`config.mk`:
```
export PLATFORM = sky130hd
export DESIGN_NAME = keypad_scanner
export DESIGN_NICKNAME = d
export VERILOG_FILES = /design/src/rtl/keypad_scanner.sv
export SDC_FILE = /design/constraint.sdc
export NUM_CORES = 1
export LEC_CHECK = 0
export CORE_AREA = 2 2 71 73
export DETAILED_ROUTE_END_ITERATION = 7
export DIE_AREA = 0 0 73 75
export GPL_ROUTABILITY_DRIVEN = 0
export PLACE_DENSITY = 0.73
export RECOVER_POWER = 25
export SKIP_CTS_REPAIR_TIMING = 1
export SYNTH_ARGS = -nofsm -noshare
export SYNTH_HDL_FRONTEND = slang
export SYNTH_SLANG_ARGS = --single-unit
```
`constraint.sdc`:
```
create_clock -name clk -period 3.8 [get_ports clk]
set_clock_uncertainty 0.1 [all_clocks]
set_input_delay 0.76 -clock clk [delete_from_list [all_inputs] [get_ports clk]]
set_output_delay 0.76 -clock clk [all_outputs]
set_load 0.02 [all_outputs]
```
`src/rtl/keypad_scanner.sv`:
```
// Matrix keypad scanner: one-hot column drive, synchronised row sampling,
// whole-scan debounce and linear key index output with a press strobe.
module keypad_scanner #(
  parameter int ROWS     = 4,
  parameter int COLS     = 4,
  parameter int SCAN_DIV = 1000,
  parameter int DEBOUNCE = 8,
  localparam int KW      = (ROWS * COLS > 1) ? $clog2(ROWS * COLS) : 1
) (
  input  logic            clk,
  input  logic            reset,
  input  logic [ROWS-1:0] rows,
  output logic [COLS-1:0] col_drive,
  output logic [KW-1:0]   key,
  output logic            key_valid,
  output logic            key_down,
  output logic            multi
);
  localparam int DW  = $clog2(SCAN_DIV);
  localparam int CIW = $clog2(COLS);
  localparam int CW  = $clog2(DEBOUNCE + 1);

  typedef enum logic [1:0] {IDLE, PRESS_PEND, HELD, RELEASE_PEND} state_t;

  logic [ROWS-1:0] rows_s1, rows_s2;
  logic [DW-1:0]   dwell;
  logic [CIW-1:0]  col;
  logic [1:0]      acc_n;
  logic [KW-1:0]   acc_key;
  state_t          state;
  logic [CW-1:0]   cnt;
  logic [KW-1:0]   cand;

  logic [1:0]      col_n, tot_n;
  logic [2:0]      sum_n;
  logic [KW-1:0]   col_key, scan_key;
  logic            sample, scan_end;

  // Lowest active row wins, so iterate downward and let the last hit stick.
  always_comb begin
    col_n   = '0;
    col_key = '0;
    for (int r = ROWS - 1; r >= 0; r--)
      if (rows_s2[r]) col_key = KW'(r * COLS) + KW'(col);
    for (int r = 0; r < ROWS; r++)
      if (rows_s2[r] && col_n != 2'd2) col_n = col_n + 2'd1;
    sum_n    = {1'b0, acc_n} + {1'b0, col_n};
    tot_n    = (sum_n >= 3'd2) ? 2'd2 : sum_n[1:0];
    scan_key = (acc_n != 2'd0) ? acc_key : col_key;
    sample   = (dwell == DW'(SCAN_DIV - 1));
    scan_end = sample && (col == CIW'(COLS - 1));
  end

  always_ff @(posedge clk) begin
    if (reset) begin
      rows_s1   <= '0;
      rows_s2   <= '0;
      dwell     <= '0;
      col       <= '0;
      col_drive <= COLS'(1);
      acc_n     <= '0;
      acc_key   <= '0;
      state     <= IDLE;
      cnt       <= '0;
      cand      <= '0;
      key       <= '0;
      key_valid <= 1'b0;
      key_down  <= 1'b0;
      multi     <= 1'b0;
    end else begin
      rows_s1   <= rows;
      rows_s2   <= rows_s1;
      key_valid <= 1'b0;
      if (!sample) begin
        dwell <= dwell + DW'(1);
      end else begin
        dwell     <= '0;
        col_drive <= {col_drive[COLS-2:0], col_drive[COLS-1]};
        col       <= scan_end ? '0 : col + CIW'(1);
        if (!scan_end) begin
          acc_n <= tot_n;
          if (acc_n == 2'd0 && col_n != 2'd0) acc_key <= col_key;
        end else begin
          acc_n   <= '0;
          acc_key <= '0;
          multi   <= (tot_n == 2'd2);
          case (state)
            IDLE:
              if (tot_n == 2'd1) begin
                cand <= scan_key;
                if (DEBOUNCE == 1) begin
                  state     <= HELD;
                  key       <= scan_key;
                  key_valid <= 1'b1;
                  key_down  <= 1'b1;
                  cnt       <= '0;
                end else begin
                  state <= PRESS_PEND;
                  cnt   <= CW'(1);
                end
              end
            PRESS_PEND:
              if (tot_n == 2'd1 && scan_key == cand) begin
                if (cnt == CW'(DEBOUNCE - 1)) begin
                  state     <= HELD;
                  key       <= cand;
                  key_valid <= 1'b1;
                  key_down  <= 1'b1;
                  cnt       <= '0;
                end else begin
                  cnt <= cnt + CW'(1);
                end
              end else if (tot_n == 2'd1) begin
                cand <= scan_key;
                cnt  <= CW'(1);
              end else begin
                state <= IDLE;
                cnt   <= '0;
              end
            HELD:
              if (tot_n == 2'd0) begin
                if (DEBOUNCE == 1) begin
                  state    <= IDLE;
                  key_down <= 1'b0;
                  cnt      <= '0;
                end else begin
                  state <= RELEASE_PEND;
                  cnt   <= CW'(1);
                end
              end
            RELEASE_PEND:
              if (tot_n == 2'd0) begin
                if (cnt == CW'(DEBOUNCE - 1)) begin
                  state    <= IDLE;
                  key_down <= 1'b0;
                  cnt      <= '0;
                end else begin
                  cnt <= cnt + CW'(1);
                end
              end else begin
                state <= HELD;
                cnt   <= '0;
              end
            default: state <= IDLE;
          endcase
        end
      end
    end
  end
endmodule

```
==> results of run 1 <==
==> through the flow <==
step / power [mW] / worst slack, ns / utilization, % / hold slack, ns / area (um^2)
CTS: 0.904 / 0.0688 / 57.3 / 0.348 / 2670
detailed placement: 0.601 / 0.133 / 55.4 / 0.328 / 2580
global route: 0.933 / 0.0879 / 57.5 / 0.364 / 2680
finish: 0.896 / 0.316 / 57.5 / 0.344 / 2680
global placement: 0.600 / 0.292 / 55.4 / 0.319 / 2580
floorplan: 0.579 / 0.187 / - / 0.314 / 2370
==> power breakdown <==
group	total, mW	switching, mW	internal (mW)
clock network	0.305	0.162	0.143
registers	0.504	0.00499	0.499
logic	0.0877	0.0526	0.0351
total	0.896	0.220	0.677
==> worst reg2reg max path, cell delays in order (launching register included) <==
cell	delay, ns
dfxtp_1	0.36
inv_1	0.09
ha_1	0.35
xnor2_1	0.18
ha_1	0.24
nor2b_2	0.20
xnor2_1	0.15
ha_1	0.16
inv_1	0.05
fa_1	0.45
and2_2	0.26
and3_2	0.28
nor3b_1	0.15
a311oi_1	0.25
o32ai_1	0.10
==> how the worst max path moves through the flow <==
stage          endpoint  slack, ns  cells after the start
2_1_floorplan    cnt[2]       0.19                     16
3_3_place_gp    cand[0]       0.29                     13
3_5_place_dp    cand[3]       0.13                     13
4_1_cts         cand[0]       0.07                     13
5_1_grt          cnt[2]       0.09                     14
6_report         cnt[2]       0.32                     14
==> placed cells by master (no fill, tap or decap), drive strengths merged, types with 2 or more instances in the layout <==
cell type | netlist | final
nand3 | 10 | 10
nand2b | 5 | 5
o31ai | 4 | 4
clkdlybuf4s50 | 0 | 14
o21ai | 14 | 14
clkbuf | 10 | 6
and3 | 5 | 5
xor2 | 7 | 7
or4 | 3 | 3
clkinv | 1 | 2
o32ai | 4 | 4
nor2 | 18 | 18
nor3 | 8 | 8
dfxtp | 47 | 47
nor2b | 13 | 13
nand3b | 3 | 3
buf | 0 | 3
and2 | 2 | 2
nor4 | 4 | 4
mux2i | 9 | 9
dlygate4sd3 | 0 | 2
nand2 | 34 | 34
a21oi | 17 | 17
ha | 8 | 8
or3 | 2 | 2
inv | 15 | 15
a211oi | 2 | 2
nand4 | 3 | 3
xnor2 | 5 | 5
==> per-layer routing <==
layer,track usage (%),vias to the layer above
met4,5.56,0
li1,-,989
met2,29.6,20
met3,4.42,5
met1,25.3,916
met5,0,-
==> flip-flops by register name (all words and copies together), names as in the netlist <==
signal / cells
acc_key: 4
acc_n: 2
cand: 4
cnt: 4
col: 2
col_drive: 4
dwell: 10
key: 4
key_down: 1
key_valid: 1
multi: 1
rows_s1: 4
rows_s2: 4
state: 2
==> area by class of cell <==
| cell class | count | share of cell area (%) |
|---|---|---|
| Multi-Input combinational cell | 199 | 50.0 |
| Sequential cell | 47 | 35.1 |
| Timing Repair Buffer | 19 | 6.82 |
| Clock buffer | 6 | 3.08 |
| Tap cell | 54 | 2.52 |
| Inverter | 16 | 2.24 |
| Clock inverter | 1 | 0.187 |
==> logic make-up after synthesis <==
family / share of synthesized area [%]
DFF: 39.7
muxes: 3.80
xor gates and xnor gates: 4.43
and+or+nand+nor: 26.9
adders and majority gates: 5.07
buffers and inverters: 4.12
AOI/OAI and AO/OA: 16.0
==> synth_stat cells, types with 2 or more instances <==
cell      count  area, um^2
xor2_1        7        61.3
nand2b_1      5        31.3
or4_1         2        15.0
o21ai_0      14        70.1
clkbuf_1     10        37.5
or3_1         2        12.5
dfxtp_1      47         941
and3_1        5        31.3
nand3_1      10        50.1
nor2_1       18        67.6
mux2i_1       9        90.1
nor2b_1      13        81.3
nand3b_1      3        22.5
nand2_1      34         128
nor4_4        3        63.8
nor3_1        7        35.0
nand4_1       3        18.8
xnor2_1       5        43.8
ha_1          8         100
o32ai_1       4        35.0
inv_1        15        56.3
o31ai_1       3        22.5
a21oi_1      17        85.1
and2_1        2        12.5
==> reports/metrics.yaml, run 1 <==
clock_tree:
  clockRootBuffer: "clkbuf_8"
  numCtsBuffers: 5
  clock_latency_ns: 0.30
  tritoncts: "built"
  cts_max_level: 2
  clock-sinks: 47
  clkTransAtPathRegs_ns: 0.08
  cts_buffer_depth: 2
power_and_ir_drop:
  worst_ir_drop_vdd_mv: 0.199
  power.leakage_nw: 0.962
  p_per_area_nw_per_um2: 335
drt:
  drc: 0
  met2_length_mm: 2.13
  viasPerCell: 5.64
  drt_iter0_drc: 132
  avgRoutedWirePerCell_um: 13.6
  dr.pass1.iters: 4
  wirelength_mm: 4.64
  drtAntennaViolNets: 0
  dr_wl_met3_um: 124
  drt-met1-wl_mm: 2.34
  top_layer: "met4"
  vias: 1930
global_routing:
  grt_pass1_wl_mm: 7.96
  grt_antenna_before_repair: 0
  grt.overflow.total: 0
  grt_max_degree: 20
  grtUsageTotal_pct: 18.6
  grt_pass1_vias: 1765
finish:
  fin_cells: 342
  final_layout_size_suffix_gt1_share_pct: 7.99
  n_antenna_cell: 0
  nets: 303
  area_growth_pct: 13.0
  multiInputGateArea_um2: 1340
  final-seq-area_um2: 941
  nFillCells: 430
sta:
  grt_setup_unrepaired: "false"
  min_period_over_period_pct: 91.7
  fmax_mhz: 287
  finalSetupViolCount: 0
  max_slew.worst_pin.slew_ns: 0.621
  slew_violations: 0
  hold_viol: 0
  maxSlewHeadroom_pct: 58.3
  period_needed_ns: 3.48
  tns_ns: 0
setup_path:
  worstPathMaxFanout: 8
  reg2regPathDepth: 14
  cpLargestDelayFamily: "adder cells"
  crit_path_top_delay_cell: "fa_1"
  crit_chain: "inv_1 > ha_1 > xnor2_1 > ha_1 > nor2b_2 > xnor2_1 > ha_1 > inv_1 > fa_1 > and2_2 > and3_2 > nor3b_1 > a311oi_1 > o32ai_1"
  worstPathArrival_ns: 3.56
  rr_endpoint: "cnt[2]"
  startpoint_type: "flip-flop"
  critical_path.endpoint_type: "flip-flop"
  crit_type: "flip-flop to flip-flop"
  crit_start: "rows_s2[0]"
  r2r_start: "rows_s2[0]"
  critPathRequiredTime_ns: 3.88
  cpMostUsedCell: "ha_1"
  crit_path_max_incr_delay_ns: 0.45
  ff2ff_setup_slack_ns: 0.32
  crit_buf_inv: 2
floorplanning:
  ioPinCount: 17
  dieArea_um2: 5480
  fp.dieH_um: 75
  core_area_um2: 4660
  dieWidth_um: 73
  num_rows: 25
  initial_core_util_pct: 50.9
min_path:
  hold_depth: 1
  whs_endpoint: "rows_s2[0]"
  min-delay-start: "rows_s1[0]"
  min_path_type: "flip-flop to flip-flop"
synth:
  avgSynthCellArea_um2: 8.72
  synthesis.area_um2: 2370
  synth_edf_count: 0
  synthCells: 272
  synth.distinct_cells: 50
  ys.flop_type: "dfxtp_1"
  ys_seq_area_share_pct: 39.7
  yosys_warnings: 0
  synth_nets: 287
  async_reset_ff_share_pct: 0
  ys_ff_latch: 47
job:
  cap_violations: 0
outcome:
  outcome: "finished, final reports clean"
placed_design:
  port_buffers: 16
  hpwl_mm: 3.36
  dp_cells: 335
(Power assumes the default switching activity.)
==> run 2: changes to the inputs <==
--- a/config.mk
+++ b/config.mk
@@ -12,6 +12,7 @@
 export PLACE_DENSITY = 0.73
 export RECOVER_POWER = 25
 export SKIP_CTS_REPAIR_TIMING = 1
+export SLEW_MARGIN = 5
 export SYNTH_ARGS = -nofsm -noshare
 export SYNTH_HDL_FRONTEND = slang
 export SYNTH_SLANG_ARGS = --single-unit
==> results of run 2 <==
Final layout, timing and power as in run 1 (identical DEF).
==> run 3: changes to the inputs <==
==> config.mk (replaced) <==
export PLATFORM = sky130hd
export DESIGN_NAME = keypad_scanner
export DESIGN_NICKNAME = d
export VERILOG_FILES = /design/src/rtl/keypad_scanner.sv
export SDC_FILE = /design/constraint.sdc
export NUM_CORES = 1
export LEC_CHECK = 0
export CORE_AREA = 2 2 69 71
export CTS_BUF_LIST = sky130_fd_sc_hd__clkbuf_2 sky130_fd_sc_hd__clkbuf_4 sky130_fd_sc_hd__clkbuf_8
export DETAILED_ROUTE_END_ITERATION = 7
export DIE_AREA = 0 0 71 73
export GPL_ROUTABILITY_DRIVEN = 0
export PLACE_DENSITY = 0.77
export RECOVER_POWER = 25
export SKIP_CTS_REPAIR_TIMING = 1
export SYNTH_ARGS = -nofsm -noshare
export SYNTH_HDL_FRONTEND = slang
export SYNTH_SLANG_ARGS = --single-unit
==> run 3 against run 2 <==
Compared with the run above: worst hold slack hardly changed; maximum frequency down 1.9%; global-route usage rose by 0.66 points; via count increased by 0.52%; final cell count increased by 0.29%; flip-flop and latch count stayed put; combinational power is essentially flat; register-to-register slack worse by 0.07 ns; sequential share of layout area fell by 0.052 points; utilization increased by 1.8 points; worst setup slack worse by 0.069 ns; largest cell class unchanged.
==> reports/metrics.yaml, run 3 (synthesis results as in run 1) <==
sta:
  timing.hold.ws_ns: 0.343  # -0.000143 ns
  setup_ws_ns: 0.247  # -0.0691 ns
  min_period_over_period_pct: 93.5  # +1.8 points
  hold_viol: 0  # unchanged
  grt_setup_unrepaired: "false"
  max_slew.worst_pin.slew_ns: 0.598  # -0.0233 ns
  slew_violations: 0  # unchanged
  period_needed_ns: 3.55  # +0.0691 ns
  finalSetupViolCount: 0  # unchanged
  fmax_mhz: 281  # -1.9%
  maxSlewHeadroom_pct: 59.8  # +1.6 points
floorplanning:
  initial_core_util_pct: 52.3  # +1.4 points
  dieWidth_um: 71  # -2.7%
  fp.dieH_um: 73  # -2.7%
  num_rows: 25  # unchanged
  ioPinCount: 17  # unchanged
  core_area_um2: 4540  # -2.7%
  dieArea_um2: 5180  # -5.3%
global_routing:
  grt_antenna_before_repair: 0  # unchanged
  grt_pass1_wl_mm: 8.09  # +1.6%
  grt_max_degree: 20  # unchanged
  grt.overflow.total: 0  # unchanged
  grt_pass1_vias: 1864  # +5.6%
  grtUsageTotal_pct: 19.3  # +0.66 points
clock_tree:
  clock_latency_ns: 0.30  # about the same
  clock-sinks: 47  # unchanged
  numCtsBuffers: 5  # unchanged
  cts_max_level: 2  # unchanged
  tritoncts: "built"
  clockRootBuffer: "clkbuf_8"
  cts_buffer_depth: 2  # unchanged
  clkTransAtPathRegs_ns: 0.09  # about the same
setup_path:
  crit_type: "flip-flop to flip-flop"
  critPathRequiredTime_ns: 3.88  # about the same
  startpoint_type: "flip-flop"
  worstPathArrival_ns: 3.63  # +0.07 ns
  worstPathMaxFanout: 8  # unchanged
  critical_path.endpoint_type: "flip-flop"
power_and_ir_drop:
  power_frac_clock_pct: 33.9  # about the same
  p_int_mw: 0.670  # -0.92%
  p_total_mw: 0.896  # about the same
  sequentialPowerShare_pct: 56.4  # +0.2 points
  p_sw_share_pct: 25.2  # +0.65 points
  pwr-share-comb_pct: 9.8  # about the same
  p_per_area_nw_per_um2: 333  # -0.34%
  p_sw_mw: 0.225  # +2.6%
  worst_ir_drop_vdd_mv: 0.198  # -0.50%
  power.leakage_nw: 0.963  # about the same
finish:
  final_area_um2: 2690  # +0.28%
  largest_reg_flops: 10  # unchanged
  area_growth_pct: 13.3
  final_layout_size_suffix_gt1_share_pct: 8.65  # +0.66 points
  largest-register: "dwell"
  layout_commonest_cell: "dfxtp_1"
  n_antenna_cell: 0  # unchanged
  nets: 303  # unchanged
  utilization_pct: 59.2  # +1.8 points
  final_cell_mix: "dfxtp_1 (46), nand2_1 (33), nor2_1 (18)"
placed_design:
  port_buffers: 16  # unchanged
  dpl_worst_slack_ns: 0.0203  # -0.112 ns
  hpwl_mm: 3.40  # +1.3%
  place_area_um2: 2580  # unchanged
drt:
  vias: 1940  # +0.52%
  drc: 0  # unchanged
  viasPerCell: 5.66  # +0.23%
  wirelength_mm: 4.72  # +1.6%
  drt_iter0_drc: 135  # +2.3%
  dr.pass1.iters: 4  # unchanged
  avgRoutedWirePerCell_um: 13.7  # +1.3%
  drtAntennaViolNets: 0  # unchanged
job:
  cap_violations: 0  # unchanged
outcome:
  outcome: "finished, final reports clean"
min_path:
  min_path_type: "flip-flop to flip-flop"
## run 3: changes by cell type in the layout (fill, tap and decap cells not counted), sizes merged
cell,change
clkinvlp,+1
## run 3: final cells by class
type / count / area, um^2
Sequential cell: 47 / 942
Clock inverter: 2 / 12.5
Clock buffer: 6 / 76.3
Tap cell: 54 / 67.6
Multi-Input combinational cell: 199 / 1350
Fill cell: 405 / 1850
Timing Repair Buffer: 19 / 183
Inverter: 16 / 60.1
## run 3: per-layer routing
layer	vias up	wire [um]	share of wire, %	GRT usage, %
li1	990	-	-	-
met1	909	2290	49	24.6
met2	35	2170	46	31.8
met3	6	180	3.8	3.87
met4	0	72	1.5	8.60
met5	-	0	0	0
## run 3: path summary, 6_finish.rpt
path / from / end / slack (ns) / cells past startpoint
max: rows_s2[0] / cnt[2] / 0.25 / 14
min: rows_s1[1] / rows_s2[1] / 0.34 / 1
max reg2reg: rows_s2[0] / cnt[2] / 0.25 / 14
min reg2reg: rows_s1[1] / rows_s2[1] / 0.34 / 1
## run 3: critical path, stage by stage, from the launching register on
cell and delay, ns:
dfxtp_2 0.42, inv_1 0.10, ha_1 0.36, xnor2_2 0.18, ha_1 0.22, nor2b_1 0.18, xnor2_1 0.16, ha_1 0.17
inv_1 0.05, fa_1 0.45, and2_2 0.26, and3_2 0.27, nor3b_1 0.15, a311oi_1 0.25, o32ai_1 0.11
## run 3: per-stage QoR
stage | TNS, ns | cells
global route | 0 | 343
global placement | 0 | 335
floorplan | 0 | 272
CTS | -0.0157 | 343
detailed placement | 0 | 335
finish | 0 | 343
## run 3: power groups by stage
stage,clock [mW],sequential [mW],combinational [mW]
floorplan,0,0.515,0.0637
global placement,0,0.516,0.0833
detailed placement,0,0.516,0.0844
CTS,0.308,0.505,0.0852
global route,0.327,0.506,0.0973
finish,0.304,0.505,0.0875
